[config.mk]
export PLATFORM = sky130hd
export DESIGN_NAME = dmem_atomic_ctrl
export DESIGN_NICKNAME = d
export VERILOG_FILES = /design/src/rtl/dmem_atomic_ctrl_pkg.sv /design/src/rtl/dmem_atomic_ctrl_link_reg.sv /design/src/rtl/dmem_atomic_ctrl.sv
export SDC_FILE = /design/constraint.sdc
export NUM_CORES = 1
export LEC_CHECK = 0
export ABC_CLOCK_PERIOD_IN_PS = 4050
export BUFFER_PORTS_ARGS = -buffer_cell sky130_fd_sc_hd__buf_4
export CELL_PAD_IN_SITES_DETAIL_PLACEMENT = 0
export CELL_PAD_IN_SITES_GLOBAL_PLACEMENT = 2
export CORE_MARGIN = 4
export CORE_UTILIZATION = 32
export CTS_CLUSTER_DIAMETER = 150
export CTS_CLUSTER_SIZE = 30
export DETAILED_ROUTE_END_ITERATION = 7
export PLACE_DENSITY_LB_ADDON = 0.1
export SKIP_CTS_REPAIR_TIMING = 1
export SYNTH_ARGS = -nofsm -noshare
export SYNTH_HDL_FRONTEND = slang
export SYNTH_SLANG_ARGS = --single-unit
[constraint.sdc]
create_clock -name CLK -period 4.05 [get_ports CLK]
set_input_delay 0.81 -clock CLK [delete_from_list [all_inputs] [get_ports CLK]]
set_output_delay 0.81 -clock CLK [all_outputs]
set_load 0.02 [all_outputs]
[src/rtl/dmem_atomic_ctrl_pkg.sv]
// Shared types for the data-side memory controller: RAM handshake states,
// controller FSM states, request kinds and the SC result encodings.
package dmem_atomic_ctrl_pkg;

    typedef logic [31:0] word_t;

    typedef enum logic [1:0] {
        FREE   = 2'd0,
        BUSY   = 2'd1,
        ACCESS = 2'd2,
        ERROR  = 2'd3
    } ramstate_t;

    typedef enum logic [2:0] {
        IDLE = 3'd0,
        RD   = 3'd1,
        WR   = 3'd2,
        SCF  = 3'd3,
        DONE = 3'd4
    } dmem_state_t;

    typedef enum logic [1:0] {
        OP_LW = 2'd0,
        OP_SW = 2'd1,
        OP_LL = 2'd2,
        OP_SC = 2'd3
    } dmem_op_t;

    localparam word_t SC_PASS = 32'd1;
    localparam word_t SC_FAIL = 32'd0;

    // REN wins over WEN; datomic turns a read into LL and a write into SC.
    function automatic dmem_op_t decodeOp(input logic ren, input logic atomic);
        if (ren) begin
            return atomic ? OP_LL : OP_LW;
        end
        return atomic ? OP_SC : OP_SW;
    endfunction

endpackage

[src/rtl/dmem_atomic_ctrl_link_reg.sv]
// LL/SC link register: holds the linked word address and valid bit, decides
// whether an SC presented this cycle may pass, and applies link updates in
// priority order (halt, snoop hit, SC/SW completion, LL completion).
module dmem_atomic_ctrl_link_reg
    import dmem_atomic_ctrl_pkg::*;
#(
    parameter int OFF_BITS = 2
)
(
    input  logic  i_clk,
    input  logic  i_rst_n,
    input  logic  i_halt,
    input  logic  i_snoopValid,
    input  word_t i_snoopAddr,
    input  word_t i_checkAddr,
    input  word_t i_doneAddr,
    input  logic  i_llDone,
    input  logic  i_scDone,
    input  logic  i_swDone,
    output logic  o_scPass
);

    word_t r_linkAddr;
    logic  r_linkValid;

    logic  w_snoopHit;
    logic  w_swHit;
    logic  w_checkHit;

    // Two byte addresses name the same word when they differ only in the offset bits.
    function automatic logic sameWord(input word_t a, input word_t b);
        return ((a ^ b) >> OFF_BITS) == '0;
    endfunction

    // Address compares; an SC passes only if the link survives this cycle's halt and snoop.
    always_comb begin
        w_snoopHit = i_snoopValid & sameWord(i_snoopAddr, r_linkAddr);
        w_swHit    = i_swDone & sameWord(i_doneAddr, r_linkAddr);
        w_checkHit = sameWord(i_checkAddr, r_linkAddr);
        o_scPass   = r_linkValid & w_checkHit & ~i_halt & ~w_snoopHit;
    end

    // Link update: clearing events outrank a completing LL, so a halt or a hit snoop always wins.
    always_ff @(posedge i_clk or negedge i_rst_n) begin
        if (!i_rst_n) begin
            r_linkAddr  <= '0;
            r_linkValid <= 1'b0;
        end else if (i_halt) begin
            r_linkValid <= 1'b0;
        end else if (w_snoopHit) begin
            r_linkValid <= 1'b0;
        end else if (i_scDone || w_swHit) begin
            r_linkValid <= 1'b0;
        end else if (i_llDone) begin
            r_linkAddr  <= i_doneAddr;
            r_linkValid <= 1'b1;
        end
    end

endmodule

[src/rtl/dmem_atomic_ctrl.sv]
// Data-side memory responder: accepts LW/SW/LL/SC from the datapath, drives the
// RAM handshake, and returns a one-cycle dhit with the load data or SC result.
// Optional macro DMEM_ERR_EN: a RAM ERROR ends the access with derr; without it
// ERROR is retried like BUSY and derr stays low.
module dmem_atomic_ctrl
    import dmem_atomic_ctrl_pkg::*;
#(
    parameter int OFF_BITS    = 2,
    parameter int SC_FAIL_LAT = 1
)
(
    input  logic      CLK,
    input  logic      nRST,
    input  logic      dmemREN,
    input  logic      dmemWEN,
    input  logic      datomic,
    input  word_t     dmemaddr,
    input  word_t     dmemstore,
    input  logic      halt,
    input  logic      ccinv,
    input  word_t     ccsnoopaddr,
    output logic      dhit,
    output word_t     dmemload,
    output logic      derr,
    output logic      ramREN,
    output logic      ramWEN,
    output word_t     ramaddr,
    output word_t     ramstore,
    input  word_t     ramload,
    input  ramstate_t ramstate
);

    localparam logic [1:0] SCF_LAST = 2'(SC_FAIL_LAT - 1);

    dmem_state_t r_state;
    dmem_state_t w_nextState;

    word_t       r_addr;
    word_t       r_store;
    word_t       r_data;
    dmem_op_t    r_op;
    logic        r_scOk;
    logic        r_err;
    logic [1:0]  r_cnt;

    logic        w_accept;
    logic        w_scPass;
    logic        w_done;
    logic        w_ramErr;
    logic        w_llDone;
    logic        w_scDone;
    logic        w_swDone;

    assign w_accept = (r_state == IDLE) & (dmemREN | dmemWEN);
    assign w_done   = (r_state == DONE);

`ifdef DMEM_ERR_EN
    assign w_ramErr = ((r_state == RD) | (r_state == WR)) & (ramstate == ERROR);
`else
    assign w_ramErr = 1'b0;
`endif

    assign w_llDone = w_done & (r_op == OP_LL) & ~r_err;
    assign w_scDone = w_done & (r_op == OP_SC) & r_scOk;
    assign w_swDone = w_done & (r_op == OP_SW);

    assign dmemload = r_data;
    assign ramaddr  = r_addr;
    assign ramstore = r_store;

    dmem_atomic_ctrl_link_reg #(
        .OFF_BITS(OFF_BITS)
    ) u_linkReg (
        .i_clk        (CLK),
        .i_rst_n      (nRST),
        .i_halt       (halt),
        .i_snoopValid (ccinv),
        .i_snoopAddr  (ccsnoopaddr),
        .i_checkAddr  (dmemaddr),
        .i_doneAddr   (r_addr),
        .i_llDone     (w_llDone),
        .i_scDone     (w_scDone),
        .i_swDone     (w_swDone),
        .o_scPass     (w_scPass)
    );

    // State register; reset abandons any access in flight.
    always_ff @(posedge CLK or negedge nRST) begin
        if (!nRST) begin
            r_state <= IDLE;
        end else begin
            r_state <= w_nextState;
        end
    end

    // Next state: pick the path on acceptance, wait on the RAM, count out failed SCs.
    always_comb begin
        w_nextState = r_state;
        case (r_state)
            IDLE: begin
                if (dmemREN) begin
                    w_nextState = RD;
                end else if (dmemWEN) begin
                    if (!datomic || w_scPass) begin
                        w_nextState = WR;
                    end else begin
                        w_nextState = SCF;
                    end
                end
            end
            RD, WR: begin
                if (ramstate == ACCESS || w_ramErr) begin
                    w_nextState = DONE;
                end
            end
            SCF: begin
                if (r_cnt == SCF_LAST) begin
                    w_nextState = DONE;
                end
            end
            DONE: begin
                w_nextState = IDLE;
            end
            default: begin
                w_nextState = IDLE;
            end
        endcase
    end

    // Outputs decoded from state: strobes while waiting on RAM, dhit for the single DONE cycle.
    always_comb begin
        ramREN = (r_state == RD);
        ramWEN = (r_state == WR);
        dhit   = (r_state == DONE);
`ifdef DMEM_ERR_EN
        derr   = (r_state == DONE) & r_err;
`else
        derr   = 1'b0;
`endif
    end

    // Request latches: address/data/kind on acceptance, then the result as the access finishes.
    always_ff @(posedge CLK or negedge nRST) begin
        if (!nRST) begin
            r_addr  <= '0;
            r_store <= '0;
            r_data  <= '0;
            r_op    <= OP_LW;
            r_scOk  <= 1'b0;
            r_err   <= 1'b0;
            r_cnt   <= '0;
        end else if (w_accept) begin
            r_addr  <= dmemaddr;
            r_store <= dmemstore;
            r_op    <= decodeOp(dmemREN, datomic);
            r_scOk  <= ~dmemREN & datomic & w_scPass;
            r_data  <= (~dmemREN & datomic & w_scPass) ? SC_PASS : SC_FAIL;
            r_err   <= 1'b0;
            r_cnt   <= '0;
        end else if (w_ramErr) begin
            r_data  <= SC_FAIL;
            r_err   <= 1'b1;
        end else if (r_state == RD && ramstate == ACCESS) begin
            r_data  <= ramload;
        end else if (r_state == SCF) begin
            r_cnt   <= r_cnt + 2'd1;
        end
    end

endmodule

==> impl_metrics.tcl <==
set metrics [dict create \
    drt-pass1-iter-count 4 \
    synth_xor_area_share_pct 12.7 \
    cts_tree "done" \
    clk_pin_slew_ns 0.06 \
    syn_nets 723 \
    drive_gt1_share_pct 37.7 \
    internal_power_uw 4220 \
    cts_root_buf "clkbuf_16" \
    timing.setup.tns_ns 0 \
    avgRoutedWirePerCell_um 17.4 \
    vias_per_cell 4.54 \
    grt_pass1_wl_mm 29.4 \
    num_rows 50 \
    synth_ff_type "dfrtp_1" \
    rsz0062_at_grt "no" \
    antenna_found_initial 0 \
    place.detailed.hpwl_mm 13.9 \
    antenna_left 0 \
    min_period_over_period_pct 62.0 \
    synth-edff-count 0 \
    grt_overflow_total 0 \
    netlist_instances 585 \
    cts_sinks 135 \
    tightest_slew_ns 1.19 \
    hold_ws_ns 0.453 \
    drcViolationCount 0 \
    final_area_um2 8900 \
    wirelength_mm 19.0 \
    multi_input_area_um2 2750 \
    grt_use_total_pct 17.3 \
    die_w_um 148 \
    fin_nets 955 \
    ios 237 \
    insertion_delay_ns 0.41 \
    switchingPower_uw 2850 \
    p_leak_uw 0.00445 \
    start_util_pct 33.0 \
    dieArea_um2 21900 \
    crit_type "in2reg" \
    areaGrowthSynthToFinish_pct 42.3 \
    htree_levels 4 \
    die_h_um 148 \
    seqPwrFrac_pct 34.3 \
    first_iter_violations 174 \
    synth.top_cell.area_share_pct 54.0 \
    slew_headroom_pct 20.4 \
    synth.area.top_cells "dfrtp_1 54%, nand2_1 12%, xnor2_1 9.2%, mux2_4 7.2%, a22o_1 4.3%" \
    synth_seq_cells 135 \
    cts_made_buffers 17 \
    synth_area_um2 6260 \
    cp-end-kind "flip-flop" \
    synthSimpleGateAreaFrac_pct 17.3 \
    finalNonFillerCells 1090 \
    ir_drop_uv 450 \
    setup_viol 0 \
    sw_frac_of_total_pct 40.3 \
    outcome "complete, no violations" \
    synth-compound-area-share_pct 6.08 \
    cp_max_fo 21 \
    cap_viol_max_count 0 \
    dp_cells 1058 \
    fin_worst_skew_ns 0.00858 \
    vias 4948 \
    numPortBuffers 233 \
    clockBufferDepth 2 \
    ys_seq_area_share_pct 54.0 \
    min_path_type "in2async" \
    clockPowerShare_pct 22.7 \
    core_um2 19000 \
    fin_crit_ns 2.51 \
    hold_violations 0 \
    gp_congestion 0.786 \
    synth_top_family_by_area "simple AND/OR/NAND/NOR gates" \
    yosys.cell_types.count 37 \
    max_freq_mhz 398 \
    crit_arrival_ns 2.81 \
    synth_fa_ha_area_share_pct 0.200 \
    avgSynthCellArea_um2 10.7 \
    synthArstFlopShare_pct 100 \
    grt_max_degree 95 \
    report.final.slew_viol_count 0 \
    yosysWarnings 0 \
    grt_pass1_vias 5273 \
    muxShareOfSynthArea_pct 7.36 \
    regArea_um2 3380 \
    worstPathRequired_ns 4.34 \
    num_antenna_cells 0 \
    power_frac_comb_pct 43.1 \
    powerDensity_nw_per_um2 794 \
    yosysTopAreaCell "dfrtp_1" \
    cp-start-kind "input pin" \
    post_dp_cell_area_um2 8290 \
    nFillCells 1840 \
]
## worst paths after layout
path,from,to,slack [ns],cells past startpoint
setup / recovery,ccsnoopaddr[30],u_linkReg.r_linkAddr[27]$_DFFE_PN0P_,1.54,8
hold / removal,nRST,u_linkReg.r_linkAddr[7]$_DFFE_PN0P_,0.45,1
hold reg to reg,ramstore[28]$_DFFE_PN0P_,ramstore[28]$_DFFE_PN0P_,0.48,2
setup reg to reg,u_linkReg.r_linkAddr[30]$_DFFE_PN0P_,u_linkReg.r_linkAddr[27]$_DFFE_PN0P_,1.56,7
min in group CLK,ramstore[28]$_DFFE_PN0P_,ramstore[28]$_DFFE_PN0P_,0.48,2
max in group asynchronous,nRST,ramstore[22]$_DFFE_PN0P_,2.64,2
## power by group through the flow
stage | registers [µW] | logic (µW) | clock network, µW
after global routing | 2510 | 3330 | 1710
after CTS | 2420 | 3120 | 1650
after floorplan | 2850 | 1340 | 0
after global placement | 2410 | 3080 | 0
final | 2420 | 3050 | 1600
after detailed placement | 2430 | 3120 | 0
## cell usage in the layout, fill, tap and decap left out, types with 3 or more instances in the layout
cell,n
nand2_1,199
clkinvlp_4,4
bufinv_16,3
nand4_1,18
xor2_1,25
buf_4,238
o21ai_0,4
dfrtp_1,135
nor4_2,3
clkbuf_16,17
mux2_4,30
nor2_1,7
nand2b_1,3
clkinv_4,3
inv_1,3
nor3b_1,3
nor4_1,6
a22o_1,31
xnor2_1,66
nor3_1,3
## cells by family after synthesis
family,after synthesis
other,1
AO/OA/AOI/OAI,44
AND/OR/NAND/NOR,252
buffers and inverters,30
flip-flops,135
multiplexers,31
XOR/XNOR,91
adder cells (fa/ha/maj),1
## per-stage QoR
step                setup slack (ns)  power (µW)  utilization [%]
floorplan                       1.79        4190                -
global placement                1.11        5490             43.7
detailed placement              1.10        5550             43.7
CTS                             1.55        7190             47.0
global route                    1.45        7550             47.0
finish                          1.54        7070             47.0
## cell usage after synthesis, types with 3 or more instances
master,count
nand2_1,199
dfrtp_1,135
xnor2_1,66
a22o_1,31
mux2_4,30
xor2_1,25
clkbuf_1,19
nand4_1,18
nor2_1,8
nor4_1,7
buf_2,4
nor3_1,4
o21ai_0,4
buf_6,3
inv_1,3
nand2b_1,3
nor3b_1,3
## cell type report
| cell class | instances | area share, % |
|---|---|---|
| sequential | 135 | 38.0 |
| multi-input combinational | 420 | 30.9 |
| timing repair buffer | 240 | 20.4 |
| clock buffer | 18 | 4.93 |
| tap | 260 | 3.66 |
| clock inverter | 14 | 1.95 |
| inverter | 3 | 0.127 |
## sequential cells by signal, indices dropped and copies added (netlist names)
signal	cells
dmemload	32
ramaddr	32
ramstore	32
u_linkReg.r_linkAddr	30
r_state	3
r_cnt	2
r_op	2
r_scOk	1
u_linkReg.r_linkValid	1
## routing by layer
| layer | part of all wire (%) | track usage [%] |
|---|---|---|
| met3 | 8.1 | 5.79 |
| met5 | 0 | 0 |
| met4 | 1.8 | 5.50 |
| met2 | 48 | 28.4 |
| met1 | 42 | 21.8 |
## worst max-delay path, cell delays in order
cell and delay [ns]:
buf_4 0.11, xnor2_1 0.27, nand4_1 0.17, nor4_2 0.52, a21o_1 0.27, nor2_4 0.13, buf_12 0.20, mux2_4 0.31
(Power assumes the default switching activity.)
